**src/rtl/ahb_system_top.sv**
```systemverilog
// Single-master AHB-Lite demo subsystem: master FSM, registered arbiter, slave-index
// decoder and four zero-wait slaves, with one transfer launched per external request.
module ahb_system_top #(
  parameter int DATA_W     = 32,
  parameter int ADDR_W     = 32,
  parameter int NUM_SLAVES = 4
) (
  input  logic              hclk,
  input  logic              hresetn,
  input  logic [ADDR_W-1:0] ext_addr,
  input  logic [1:0]        ext_slv_sel_in,
  input  logic [DATA_W-1:0] ext_mast_din,
  input  logic              ext_wr,
  input  logic              ext_enable,
  input  logic              ext_hbusreq_in,
  input  logic [DATA_W-1:0] ext_slave_din,
  output logic [DATA_W-1:0] ext_mast_dout,
  output logic [ADDR_W-1:0] ext_addr_out,
  output logic [DATA_W-1:0] ext_slave_dout,
  output logic              ext_hwrite_out
);

  localparam int SEL_W = 2;

  localparam logic [1:0] S_IDLE = 2'd0;
  localparam logic [1:0] S_REQ  = 2'd1;
  localparam logic [1:0] S_ADDR = 2'd2;
  localparam logic [1:0] S_DATA = 2'd3;

  localparam logic [1:0] HTRANS_IDLE   = 2'b00;
  localparam logic [1:0] HTRANS_NONSEQ = 2'b10;

  logic [1:0]        r_state;
  logic              r_hbusreq;
  logic              r_hgrant;
  logic [ADDR_W-1:0] r_haddr;
  logic              r_hwrite;
  logic [SEL_W-1:0]  r_sel;
  logic [DATA_W-1:0] r_mast_dout;

  logic              w_req_on;
  logic [1:0]        w_htrans;
  logic [ADDR_W-1:0] w_haddr;
  logic              w_hwrite;
  logic [SEL_W-1:0]  w_sel;
  logic [DATA_W-1:0] w_hwdata;
  logic [DATA_W-1:0] w_hrdata;
  logic              w_hready;
  logic [NUM_SLAVES-1:0] w_hsel;

  logic [NUM_SLAVES-1:0] w_slv_hready;
  logic [DATA_W-1:0]     w_slv_hrdata [NUM_SLAVES];
  logic [DATA_W-1:0]     w_slv_reg    [NUM_SLAVES];

  assign w_req_on = ext_enable && ext_hbusreq_in;

  // Address-phase signals are live from ext_* during ADDR and held from the latches otherwise.
  always_comb begin
    w_htrans = HTRANS_IDLE;
    w_haddr  = r_haddr;
    w_hwrite = r_hwrite;
    w_sel    = r_sel;
    w_hwdata = '0;
    if (r_state == S_ADDR) begin
      w_htrans = HTRANS_NONSEQ;
      w_haddr  = ext_addr;
      w_hwrite = ext_wr;
      w_sel    = ext_slv_sel_in;
    end
    if (r_state == S_DATA) begin
      w_hwdata = ext_mast_din;
    end
  end

  always_comb begin
    for (int unsigned i = 0; i < NUM_SLAVES; i++) begin
      w_hsel[i] = (w_sel == SEL_W'(i));
    end
  end

  assign w_hready = w_slv_hready[r_sel];
  assign w_hrdata = w_slv_hrdata[r_sel];

  always_ff @(posedge hclk or posedge hresetn) begin
    if (hresetn) begin
      r_hgrant <= 1'b0;
    end else begin
      r_hgrant <= r_hbusreq;
    end
  end

  always_ff @(posedge hclk or posedge hresetn) begin
    if (hresetn) begin
      r_state     <= S_IDLE;
      r_hbusreq   <= 1'b0;
      r_haddr     <= '0;
      r_hwrite    <= 1'b0;
      r_sel       <= '0;
      r_mast_dout <= '0;
    end else begin
      case (r_state)
        S_IDLE: begin
          if (w_req_on) begin
            r_state   <= S_REQ;
            r_hbusreq <= 1'b1;
          end
        end
        S_REQ: begin
          if (r_hgrant) begin
            r_state <= S_ADDR;
          end else if (!w_req_on) begin
            r_state   <= S_IDLE;
            r_hbusreq <= 1'b0;
          end
        end
        S_ADDR: begin
          r_haddr  <= ext_addr;
          r_hwrite <= ext_wr;
          r_sel    <= ext_slv_sel_in;
          r_state  <= S_DATA;
        end
        default: begin
          if (w_hready) begin
            if (!r_hwrite) begin
              r_mast_dout <= w_hrdata;
            end
            if (w_req_on && r_hgrant) begin
              r_state <= S_ADDR;
            end else begin
              r_state   <= S_IDLE;
              r_hbusreq <= 1'b0;
            end
          end
        end
      endcase
    end
  end

  for (genvar g = 0; g < NUM_SLAVES; g++) begin : g_slv
    logic              r_wr_pend;
    logic [DATA_W-1:0] r_wdata;

    assign w_slv_hready[g] = 1'b1;
    assign w_slv_hrdata[g] = ext_slave_din;
    assign w_slv_reg[g]    = r_wdata;

    // A write captured in the address phase lands at the end of the following data phase.
    always_ff @(posedge hclk or posedge hresetn) begin
      if (hresetn) begin
        r_wr_pend <= 1'b0;
        r_wdata   <= '0;
      end else if (w_hready) begin
        if (r_wr_pend) begin
          r_wdata <= w_hwdata;
        end
        r_wr_pend <= w_hsel[g] && (w_htrans == HTRANS_NONSEQ) && w_hwrite;
      end
    end
  end

  assign ext_mast_dout  = r_mast_dout;
  assign ext_addr_out   = w_haddr;
  assign ext_hwrite_out = w_hwrite;
  assign ext_slave_dout = w_slv_reg[ext_slv_sel_in];

endmodule

```
**config.mk**
```make
export PLATFORM = sky130hd
export DESIGN_NAME = ahb_system_top
export DESIGN_NICKNAME = d
export VERILOG_FILES = /design/src/rtl/ahb_system_top.sv
export SDC_FILE = /design/constraint.sdc
export NUM_CORES = 1
export LEC_CHECK = 0
export ABC_AREA = 1
export BUFFER_PORTS_ARGS = -buffer_cell sky130_fd_sc_hd__buf_2
export CELL_PAD_IN_SITES_DETAIL_PLACEMENT = 0
export CELL_PAD_IN_SITES_GLOBAL_PLACEMENT = 1
export CORE_UTILIZATION = 25
export DETAILED_ROUTE_END_ITERATION = 7
export PLACE_DENSITY = 0.65
export SLEW_MARGIN = 10
export SYNTH_ARGS = -nofsm -noshare
export SYNTH_HDL_FRONTEND = slang
export SYNTH_SLANG_ARGS = --single-unit
export TNS_END_PERCENT = 50
```
**constraint.sdc**
```tcl
create_clock -name hclk -period 15.97 [get_ports hclk]
set_input_delay 0 -clock hclk [delete_from_list [all_inputs] [get_ports hclk]]
set_output_delay 0 -clock hclk [all_outputs]
set_load 0.02 [all_outputs]
```
==> reports/metrics.cfg <==
[run_status]
status = complete, no violations

[floorplan]
die_area_um2 = 37500
die_h_um = 194
coreArea_um2 = 35800
io_pins = 200
die_x_um = 194
core.rowCount = 69
start_util_pct = 25.6

[global_routing]
grt_max_degree = 81
overflow = 0
track_usage_pct = 13.2
grt_pass1_wl_um = 40300
grt_pass1_vias = 7747
antenna_found_initial = 0

[logic_synthesis]
synth_fp_nets = 1203
synth_top_family_by_area = simple AND/OR/NAND/NOR gates
synth_xor_area_share_pct = 0
synth-seq-cells = 201
synth.largest_area_cell = dfrtp_1
synthTopCellsByCount = nand2_1, dfrtp_1, inv_1
synthDistinctLibCells = 21
synthAdderAreaFrac_pct = 0
yosysWarningCount = 0
yosys.area.top_type_share_pct = 54.8
netlist_area_um2 = 9170
synth_area_per_cell_um2 = 8.34
yosysSeqAreaShare_pct = 54.8
synth_cells = 1100
synth_edf_count = 0
synth_compound_area_share_pct = 14.3
yosys.cell_count.top_type = nand2_1
async_reset_ff_share_pct = 100
synth_mux_area_share_pct = 0
synth-simple-area-share_pct = 19.1
synth-main-ff-cell = dfrtp_1
synthTopCellsByArea = dfrtp_1, nand2_1, o21ai_0, inv_1, o211ai_1

[timing]
rsz0062_at_grt = false
maxSlewViolCount = 0
tns_ns = 0
fmax_ghz = 0.434
finalSetupViolations = 0
slew_headroom_pct = 24.6
fin_worst_skew_ns = 0.0112
worst_pin_slew_ns = 1.13
fin_crit_ns = 2.30
hold_viol = 0
period_share_pct = 14.4
hold-worst-slack_ns = 0.103

[drt]
first_pass_iters = 6
vias_per_cell = 4.08
routedWlPerCell_um = 12.9
vias = 7525
drc = 0
wl_um = 23900
antenna_left = 0
first_iter_violations = 381

[job]
maxCapViolations = 0

[cells_and_area]
area_growth_pct = 33.8
num_antenna_cells = 0
nets = 1471
drive_above_1_share_pct = 20.2
final_util_pct = 34.3
final_cells = 1844
fillers = 3736

[worst_setup_path]
cp.required_ns = 15.97
crit_type = flop to primary output
path_max_fanout = 38
worstSetupEndpointType = primary output
startpoint_type = flop
arrival_ns = 2.30

[pwr]
power.total_w = 0.00214
leakagePower_nw = 6.14
power_density_nw_per_um2 = 174
irDropWorstVdd_mv = 0.129

[clock_tree]
cts_max_level = 1
clockBufferDepth = 3
clock_latency_ns = 0.51
cts.repair.resized = 0
clock-sinks = 201
cts_tree = built
cts_buffers = 24
path_clk_slew_ns = 0.06
cts-root-buf = clkbuf_16

[min_path]
min_path_type = input pin to async pin

[placed_design]
dp.cells = 1702
hpwl_um = 14800
gp_congestion = 0.711
numPortBuffers = 199

## registers in the layout, indices dropped and copies added, names as in the netlist
register and cells:
g_slv.r_wdata 128, ext_mast_dout 32, r_haddr 32, g_slv.r_wr_pend 4, r_state 2, r_hbusreq 1, r_hgrant 1, r_hwrite 1
## cell type report
cell class	instances	area, µm²	share of cell area [%]
well taps	461	577	4.70
clock inverters	2	13.8	0.112
inverters	201	762	6.21
flip-flops and latches	201	5030	41.0
repair buffers	308	2070	16.9
clock buffers	39	748	6.10
multi-input cells	632	3070	25.0
## critical path, cell delays in order (launching register included)
cell     delay (ns)
dfrtp_1        0.44
inv_1          0.14
nor2_2         0.04
buf_4          0.26
inv_2          0.49
nand2_1        0.11
nand2_1        0.11
buf_2          0.19
## worst paths after layout
check / slack, ns / from / depth (start not counted) / end
max in group asynchronous: 14.59 / hresetn / 4 / g_slv[0].r_wdata[16]
worst min-delay path: 0.10 / hresetn / 3 / ext_mast_dout[30]
worst max register to register: 13.96 / r_state[0] / 5 / g_slv[1].r_wdata[5]
min in group hclk: 0.13 / ext_slv_sel_in[1] / 4 / g_slv[3].r_wr_pend
worst max-delay path: 13.67 / r_state[1] / 7 / ext_addr_out[24]
worst min register to register: 0.38 / r_hbusreq / 0 / r_hgrant
## layer usage
layer	up-vias	GRT usage (%)	part of all wire [%]
li1	3907	-	-
met1	3397	17.4	48
met2	192	21.4	44
met3	29	3.45	6.4
met4	0	3.08	2.0
met5	-	0	0
## power breakdown
group          switching (W)  internal, W
Sequential          0.000107     0.000754
Combinational       0.000499     0.000252
Clock               0.000209     0.000317
Total               0.000815      0.00132
## through the flow
step	setup WS, ns	instance area (µm²)
2_1_floorplan	10.49	9170
4_1_cts	13.60	12300
3_3_place_gp	13.82	10500
6_report	13.67	12300
3_5_place_dp	13.78	10500
5_1_grt	13.42	12300
## logic make-up (layout without fill, tap and decap cells)
kind of cell / after synthesis / count (layout)
flip-flops: 201 / 201
AND/OR/NAND/NOR: 403 / 403
AO/OA/AOI/OAI: 229 / 229
buffers and inverters: 267 / 550
## timing repair
item	CTS	global route
setup buffers	0	0
hold buffers	101	0
endpoints found under the hold margin	273	0
## cells in the final DEF, fill, tap and decap left out
master         synthesis  routed
a21boi_0               1       1
clkbuf_8               0       7
clkbuf_1              23       7
nor2_2                 1       1
inv_1                199     198
buf_4                  1       9
o21ai_1                2       2
clkinv_2               0       1
dfrtp_1              201     197
o211ai_1              64      64
nand2_4                0       1
nand2_1              361     361
clkinv_4               0       1
dlygate4sd3_1          0     101
nand3_1                3       3
dfrtp_2                0       4
buf_2                 25     198
o21ai_0              160     160
clkbuf_16              0      25
nor2_4                30      30
nor2_1                 6       6
clkinv_1               1       1
inv_2                  1       1
a21oi_1                2       2
inv_8                  0       1
nand3_2                1       1
Note: power is estimated with default switching activity, not from simulation.
